===== src/rtl/eth_pkg.sv =====
// Shared Ethernet TX definitions: FSM state encoding, frame defaults, CRC-32 byte step.
// Latency: n/a (package).
// Backpressure: n/a (package).
package eth_pkg;

    // Default minimum payload+pad length (64-byte frame minus 4-byte FCS).
    localparam int ETH_MIN_LEN = 60;

    // Default idle cycles enforced between frames.
    localparam int ETH_IFG = 12;

    // Reflected IEEE 802.3 polynomial and register seed.
    localparam logic [31:0] CRC32_POLY = 32'hEDB88320;
    localparam logic [31:0] CRC32_INIT = 32'hFFFF_FFFF;

    // Transmit framer states.
    typedef enum logic [2:0] {
        ST_IDLE = 3'd0,
        ST_DATA = 3'd1,
        ST_PAD  = 3'd2,
        ST_FCS  = 3'd3,
        ST_GAP  = 3'd4
    } tx_state_t;

    // One byte of the LSB-first CRC-32 update; returns the new register value
    // without the final inversion.
    function automatic logic [31:0] crc32_byte(input logic [31:0] crc, input logic [7:0] dat);
        logic [31:0] c;
        c = crc ^ {24'h0, dat};
        for (int i = 0; i < 8; i++) begin
            c = c[0] ? ((c >> 1) ^ CRC32_POLY) : (c >> 1);
        end
        return c;
    endfunction

endpackage


===== src/rtl/eth_tx_fcs_if.sv =====
// Byte stream link: data/valid/last with ready handshake.
// Latency: n/a (wiring only).
// Backpressure: byte moves when valid && ready; producer holds data/last while stalled.
interface eth_tx_fcs_if;

    logic [7:0] data;
    logic       valid;
    logic       last;
    logic       ready;

    // Producer side drives the byte, consumer side drives ready.
    modport master (output data, output valid, output last, input ready);
    modport slave  (input data, input valid, input last, output ready);

endinterface


===== src/rtl/eth_crc32.sv =====
// Running Ethernet CRC-32 register, one byte per enabled cycle, no final inversion.
// Latency: crc reflects a byte the cycle after en; rst reseeds on the next edge.
// Backpressure: none; caller gates en.
module eth_crc32
    import eth_pkg::*;
(
    input  logic        clk,
    input  logic        en,
    input  logic        rst,
    input  logic [7:0]  dat,
    output logic [31:0] crc
);

    logic [31:0] r_crc;

    // Reseed has priority over accumulation.
    always_ff @(posedge clk) begin
        if (rst) begin
            r_crc <= CRC32_INIT;
        end else if (en) begin
            r_crc <= crc32_byte(r_crc, dat);
        end
    end

    assign crc = r_crc;

endmodule


===== src/rtl/eth_tx_fcs.sv =====
// Ethernet TX framer: passes payload, zero-pads short frames, appends FCS, enforces IFG.
// Latency: 1 cycle from input accept to m.valid (single output register).
// Backpressure: input stalls whenever the output slot is full and m.ready is low, and
//   is closed during pad, FCS, inter-frame gap and the post-reset CRC seed cycle.
module eth_tx_fcs
    import eth_pkg::*;
#(
    parameter int MIN_LEN = ETH_MIN_LEN,
    parameter bit PAD_EN  = 1'b1,
    parameter int IFG     = ETH_IFG
) (
    input  logic               clk,
    input  logic               rstn,
    eth_tx_fcs_if.slave        s,
    eth_tx_fcs_if.master       m,
    output logic               busy,
    output logic [15:0]        frames
);

    // Byte count threshold in counter width.
    localparam logic [15:0] MIN_LEN_W = 16'(MIN_LEN);

    // The IDLE cycle in which the next first byte is accepted is itself a cycle with
    // m.valid low, so GAP only needs IFG-1 cycles to give IFG idle cycles on the line.
    localparam bit          GAP_SKIP  = (IFG <= 1);
    localparam logic [15:0] GAP_LAST  = (IFG >= 2) ? 16'(IFG - 2) : 16'd0;

    tx_state_t   r_state;
    logic [7:0]  r_m_data;
    logic        r_m_valid;
    logic        r_m_last;
    logic        r_init_done;
    logic [15:0] r_cnt;
    logic [15:0] r_frames;
    logic [15:0] r_gap_cnt;
    logic [1:0]  r_fcs_idx;
    logic        r_fcs_done;

    logic        w_slot_free;
    logic        w_s_ready;
    logic        w_s_acc;
    logic        w_pad_load;
    logic        w_fcs_load;
    logic        w_fcs_last_load;
    logic        w_crc_en;
    logic        w_crc_rst;
    logic [7:0]  w_crc_dat;
    logic [7:0]  w_fcs_byte;
    logic [31:0] w_crc;
    logic [15:0] w_cnt_inc;
    logic        w_need_pad;

    // Output register can take a new byte when empty or being drained this cycle.
    assign w_slot_free     = !r_m_valid || m.ready;

    // Input is only open while collecting payload, and never before the CRC is seeded.
    assign w_s_ready       = r_init_done && w_slot_free &&
                             ((r_state == ST_IDLE) || (r_state == ST_DATA));
    assign w_s_acc         = w_s_ready && s.valid;

    assign w_pad_load      = (r_state == ST_PAD) && w_slot_free;
    assign w_fcs_load      = (r_state == ST_FCS) && !r_fcs_done && w_slot_free;
    assign w_fcs_last_load = w_fcs_load && (r_fcs_idx == 2'd3);

    // Every payload/pad byte enters the CRC in the cycle it enters the output register.
    assign w_crc_en        = w_s_acc || w_pad_load;
    assign w_crc_dat       = w_s_acc ? s.data : 8'h00;

    // Reseed once after reset release and as the final FCS byte leaves, so the next
    // frame starts from a clean register.
    assign w_crc_rst       = !r_init_done || w_fcs_last_load;

    // Saturating payload+pad count including the byte loading this cycle.
    assign w_cnt_inc       = (r_cnt == 16'hFFFF) ? r_cnt : (r_cnt + 16'd1);
    assign w_need_pad      = PAD_EN && (w_cnt_inc < MIN_LEN_W);

    // The CRC register is frozen (en low) throughout FCS until the reseed that coincides
    // with byte 3, so it serves as the captured FCS value; byte 0 goes first.
    assign w_fcs_byte      = ~w_crc[{r_fcs_idx, 3'b000} +: 8];

    eth_crc32 u_crc (
        .clk (clk),
        .en  (w_crc_en),
        .rst (w_crc_rst),
        .dat (w_crc_dat),
        .crc (w_crc)
    );

    // Framer FSM together with the output register, byte counter and frame counter.
    always_ff @(posedge clk or negedge rstn) begin
        if (!rstn) begin
            r_state     <= ST_IDLE;
            r_m_data    <= 8'h00;
            r_m_valid   <= 1'b0;
            r_m_last    <= 1'b0;
            r_init_done <= 1'b0;
            r_cnt       <= 16'd0;
            r_frames    <= 16'd0;
            r_gap_cnt   <= 16'd0;
            r_fcs_idx   <= 2'd0;
            r_fcs_done  <= 1'b0;
        end else begin
            r_init_done <= 1'b1;

            // Drain by default; a load below overrides in the same cycle.
            if (r_m_valid && m.ready) begin
                r_m_valid <= 1'b0;
                r_m_last  <= 1'b0;
            end

            case (r_state)
                ST_IDLE, ST_DATA: begin
                    if (w_s_acc) begin
                        r_m_data  <= s.data;
                        r_m_valid <= 1'b1;
                        r_m_last  <= 1'b0;
                        r_cnt     <= w_cnt_inc;
                        if (s.last) begin
                            r_state <= w_need_pad ? ST_PAD : ST_FCS;
                        end else begin
                            r_state <= ST_DATA;
                        end
                    end
                end

                ST_PAD: begin
                    if (w_pad_load) begin
                        r_m_data  <= 8'h00;
                        r_m_valid <= 1'b1;
                        r_m_last  <= 1'b0;
                        r_cnt     <= w_cnt_inc;
                        if (w_cnt_inc == MIN_LEN_W) begin
                            r_state <= ST_FCS;
                        end
                    end
                end

                ST_FCS: begin
                    if (w_fcs_load) begin
                        r_m_data  <= w_fcs_byte;
                        r_m_valid <= 1'b1;
                        r_m_last  <= (r_fcs_idx == 2'd3);
                        r_fcs_idx <= r_fcs_idx + 2'd1;
                        if (w_fcs_last_load) begin
                            r_fcs_done <= 1'b1;
                            r_frames   <= r_frames + 16'd1;
                        end
                    end else if (r_fcs_done && r_m_valid && m.ready) begin
                        // Final FCS byte consumed downstream.
                        r_fcs_done <= 1'b0;
                        r_gap_cnt  <= 16'd0;
                        if (GAP_SKIP) begin
                            r_state <= ST_IDLE;
                            r_cnt   <= 16'd0;
                        end else begin
                            r_state <= ST_GAP;
                        end
                    end
                end

                ST_GAP: begin
                    if (r_gap_cnt == GAP_LAST) begin
                        r_state <= ST_IDLE;
                        r_cnt   <= 16'd0;
                    end else begin
                        r_gap_cnt <= r_gap_cnt + 16'd1;
                    end
                end

                default: begin
                    r_state <= ST_IDLE;
                end
            endcase
        end
    end

    assign s.ready = w_s_ready;
    assign m.data  = r_m_data;
    assign m.valid = r_m_valid;
    assign m.last  = r_m_last;
    assign busy    = (r_state != ST_IDLE);
    assign frames  = r_frames;

endmodule


===== src/flat_wrapper.sv =====
// flat-port wrapper written by rule: the top's interface ports become plain ports
module eth_tx_fcs_flat import eth_pkg::*;
#(
    parameter int MIN_LEN = ETH_MIN_LEN,
    parameter bit PAD_EN  = 1'b1,
    parameter int IFG     = ETH_IFG
)
  (clk, rstn, busy, frames, s_data, s_valid, s_last, s_ready, m_data, m_valid, m_last, m_ready);
  eth_tx_fcs_if s_i ();
  eth_tx_fcs_if m_i ();
  input  logic clk;
  input  logic rstn;
  output logic busy;
  output logic [15:0] frames;
  input wire logic [$bits(s_i.data)-1:0] s_data;
  input wire logic [$bits(s_i.valid)-1:0] s_valid;
  input wire logic [$bits(s_i.last)-1:0] s_last;
  output wire logic [$bits(s_i.ready)-1:0] s_ready;
  output wire logic [$bits(m_i.data)-1:0] m_data;
  output wire logic [$bits(m_i.valid)-1:0] m_valid;
  output wire logic [$bits(m_i.last)-1:0] m_last;
  input wire logic [$bits(m_i.ready)-1:0] m_ready;
  assign s_i.data = s_data;
  assign s_i.valid = s_valid;
  assign s_i.last = s_last;
  assign s_ready = s_i.ready;
  assign m_data = m_i.data;
  assign m_valid = m_i.valid;
  assign m_last = m_i.last;
  assign m_i.ready = m_ready;
  eth_tx_fcs #(.MIN_LEN(MIN_LEN), .PAD_EN(PAD_EN), .IFG(IFG)) u_core (.clk(clk), .rstn(rstn), .s(s_i), .m(m_i), .busy(busy), .frames(frames));
endmodule

===== config.mk =====
export PLATFORM = sky130hd
export DESIGN_NAME = eth_tx_fcs_flat
export DESIGN_NICKNAME = d
export VERILOG_FILES = /design/src/rtl/eth_pkg.sv /design/src/rtl/eth_tx_fcs_if.sv /design/src/rtl/eth_crc32.sv /design/src/rtl/eth_tx_fcs.sv /design/src/flat_wrapper.sv
export SDC_FILE = /design/constraint.sdc
export NUM_CORES = 1
export LEC_CHECK = 0
export BUFFER_PORTS_ARGS = -buffer_cell sky130_fd_sc_hd__buf_2
export CAP_MARGIN = 30
export CORE_ASPECT_RATIO = 1.5
export CORE_MARGIN = 1.5
export CORE_UTILIZATION = 55
export CTS_CLUSTER_DIAMETER = 40
export CTS_CLUSTER_SIZE = 20
export DETAILED_ROUTE_END_ITERATION = 8
export PLACE_DENSITY = 0.76
export RECOVER_POWER = 25
export REMOVE_ABC_BUFFERS = 1
export SYNTH_ARGS = -nofsm -noshare
export SYNTH_HDL_FRONTEND = slang
export SYNTH_SLANG_ARGS = --single-unit

===== constraint.sdc =====
create_clock -name clk -period 2.5 [get_ports clk]
set_input_delay 0.25 -clock clk [delete_from_list [all_inputs] [get_ports clk]]
set_output_delay 0.25 -clock clk [all_outputs]
set_load 0.02 [all_outputs]

==> impl_metrics.py <==
metrics = {
    "synth": {
        "async_flop_share_pct": 67.0,
        "synthTopCellsByArea": "dfrtp_1 (28%), dfxtp_1 (11%), xnor2_1 (5.8%), xor2_1 (5.2%), xnor2_4 (4.3%)",
        "synth_edf_count": 0,
        "synth-seq-cells": 97,
        "synth.distinct_cells": 59,
        "synthCells": 586,
        "ys.flop_type": "dfrtp_1",
        "yosysTopAreaCell": "dfrtp_1",
        "syn_avg_cell_area_sq_um": 9.85,
        "synth_top_area_share_pct": 28.2,
        "synth_warnings": 0,
        "ys_seq_area_share_pct": 39.3,
        "synth_area_sq_um": 5770,
    },
    "route": {
        "routed_wl_um": 14200,
        "drt_iter0_markers": 346,
        "postRouteAntennaNets": 0,
        "routed-via-count": 4781,
        "first_pass_iters": 5,
        "drc": 0,
        "wl_per_cell_um": 17.5,
        "vias_per_cell": 5.91,
    },
    "clock_network": {
        "htreeDepth": 3,
        "root_buffer": "clkbuf_16",
        "insertion_delay_ps": 350,
        "clk_pin_slew_ps": 60,
        "cts_tree": "yes",
        "cts_buffers": 9,
        "clock_sinks": 97,
        "clockBufferDepth": 2,
    },
    "setup_path": {
        "worst-path-stages": 8,
        "critPathTopFamily": "XOR/XNOR gates",
        "slowest_delay_ps": 350,
        "regToRegSetupSlack_ps": 100,
        "path_class": "reg -> reg",
        "cp_slowest_cell": "dfrtp_1",
        "cp-startpoint": "u_core.m.valid",
        "cp-start-kind": "register",
        "regToRegEndpoint": "u_core.u_crc.crc[19]",
        "worstPathArrival_ps": 2690,
        "endpoint": "u_core.u_crc.crc[19]",
        "endpoint_kind": "register",
        "rr_worst_depth": 8,
        "r2r_start": "u_core.m.valid",
        "critical_path_buf_inv_count": 1,
        "crit_chain": "nor2b_4 > and4bb_2 > xnor2_4 > buf_4 > xnor2_1 > xor2_1 > xor3_1 > o21ai_1",
        "cp_max_fo": 11,
        "worstPathRequired_ps": 2790,
    },
    "sta": {
        "setup_viol_count_final": 0,
        "timing.fmax_mhz": 416,
        "slew_headroom_pct": 37.0,
        "slew_viol_final": 0,
        "tns_ps": 0,
        "worst_pin_slew_ps": 945,
        "min_period_ps": 2400,
        "fin_crit_sh_pct": 96.1,
        "final_hold_viol_count": 0,
        "rsz0062_at_grt": "yes",
        "clock_skew_ps": 3.19,
    },
    "pwr": {
        "leakagePower_nw": 2.93,
        "powerDensity_nw_per_um2": 1300,
        "peakVddDrop_mv": 1.16,
    },
    "grt": {
        "grt_usage_pct": 26.6,
        "grt_first_pass_wirelength_um": 23100,
        "grt_overflow_total": 0,
        "grt_pass1_vias": 4657,
        "grt_max_degree": 30,
        "antenna_found_initial": 0,
    },
    "die": {
        "die-area_sq_um": 11100,
        "initial_core_util_pct": 56.6,
        "core_sq_um": 10200,
        "io_pins": 41,
        "die_x_um": 86.7,
        "die_h_um": 128,
        "rows": 45,
    },
    "flow_run": {
        "max-cap-violations": 0,
    },
    "place": {
        "io_buffers": 40,
        "gp_congestion": 0.949,
        "dp.final_hpwl_um": 10300,
    },
    "cells_and_area": {
        "diodes": 0,
        "final_cell_mix": "dfrtp_1 (65), nor2_1 (57), nand2_1 (53), buf_4 (53)",
        "fin_nets": 681,
        "drive_gt1_share_pct": 21.3,
        "area_growth_pct": 17.1,
        "post-route-util_pct": 66.3,
        "final_common_cell": "dfrtp_1",
    },
    "worst_hold_path": {
        "worstHoldPathType": "in -> reg",
    },
    "run_status": {
        "status": "complete, no violations",
    },
}
## how the worst min path moves through the flow
stage | start | end | slack, ps | depth (start not counted)
global placement | rstn | u_core.r_gap_cnt[14] | 190 | 1
CTS | s_last | u_core.r_state[1] | 220 | 3
detailed placement | rstn | u_core.r_gap_cnt[14] | 190 | 1
floorplan | rstn | u_core.frames[0] | -50 | 0
finish | s_last | u_core.r_state[1] | 220 | 3
global route | s_data[0] | u_core.m.data[0] | 230 | 3
## where the power goes
group	internal [mW]	switching, mW	leakage, nW
clock	0.777	0.605	0.140
sequential	1.96	0.392	1.12
combinational	2.53	2.55	1.67
total	5.26	3.54	2.93
## worst reg2reg max path: stages (launching register included)
cell and delay, ps:
dfrtp_1 350, nor2b_4 280, and4bb_2 300, xnor2_4 330
buf_4 180, xnor2_1 170, xor2_1 340, xor3_1 280
o21ai_1 110
## sequential cells by signal, indices dropped and copies added, names as in the netlist, 2 cells and up
register and cells:
u_core.r_fcs_idx 2, u_core.r_cnt 16, u_core.u_crc.crc 32, u_core.frames 16
u_core.r_gap_cnt 16, u_core.r_state 3, u_core.m.data 8
## synth_stat cells (all sizes together), types with 2 or more instances
cell type / instances
nand2: 54
o21ai: 40
a31oi: 9
a211oi: 2
dfxtp: 32
nor4: 6
nor2: 59
o211ai: 23
mux2: 3
nand3b: 3
o31ai: 6
o21a: 2
and3: 13
xnor2: 50
nand3: 20
a22o: 2
buf: 6
nor3: 8
or3: 6
and4: 6
xor2: 34
inv: 7
xnor3: 8
mux4: 8
clkbuf: 23
nand4: 12
ha: 5
xor3: 3
a21o: 2
dfrtp: 65
nand2b: 3
and2: 3
a21oi: 39
and4bb: 8
a31o: 2
## per-layer routing
layer,up-vias,GRT usage [%],routed length [um]
li1,2256,-,-
met1,2339,32.1,5570
met2,147,47.4,7610
met3,39,3.78,571
met4,0,10.4,436
met5,-,0,0
## through the flow
| stage | total power, mW | instances | setup slack (ps) | cell area [sq um] | hold slack [ps] |
|---|---|---|---|---|---|
| after CTS | 8.70 | 801 | 19.1 | 6680 | 222 |
| after global routing | 9.34 | 809 | -31.5 | 6760 | 233 |
| after detailed placement | 7.28 | 784 | 25.9 | 6380 | 193 |
| after floorplan | 6.00 | 557 | -430 | 5650 | -45.6 |
| after global placement | 7.16 | 784 | 65.8 | 6380 | 195 |
| final | 8.80 | 809 | 98.6 | 6760 | 225 |
## layout make-up
type | count | area [sq um]
fillers | 787 | 3430
clock inverters | 5 | 56.3
multi-input cells | 453 | 3400
flip-flops and latches | 97 | 2270
repair buffers | 95 | 599
well taps | 141 | 176
clock buffers | 11 | 233
inverters | 7 | 26.3
## what timing repair did
action	4_1_cts	5_1_grt
setup endpoints to repair	0	9
hold buffers	1	0
setup buffers	0	8
gates resized for setup	0	7
hold endpoints to repair	15	0
## kinds of logic after synthesis
group,synth area share [%]
buffers and inverters,2.51
adder cells (fa/ha/maj),1.08
AND/OR/NAND/NOR,18.7
flip-flops,39.3
other,0.0650
multiplexers,3.71
AO/OA/AOI/OAI,14.2
XOR/XNOR,20.4
No activity file was read; power rests on OpenSTA's default activity.
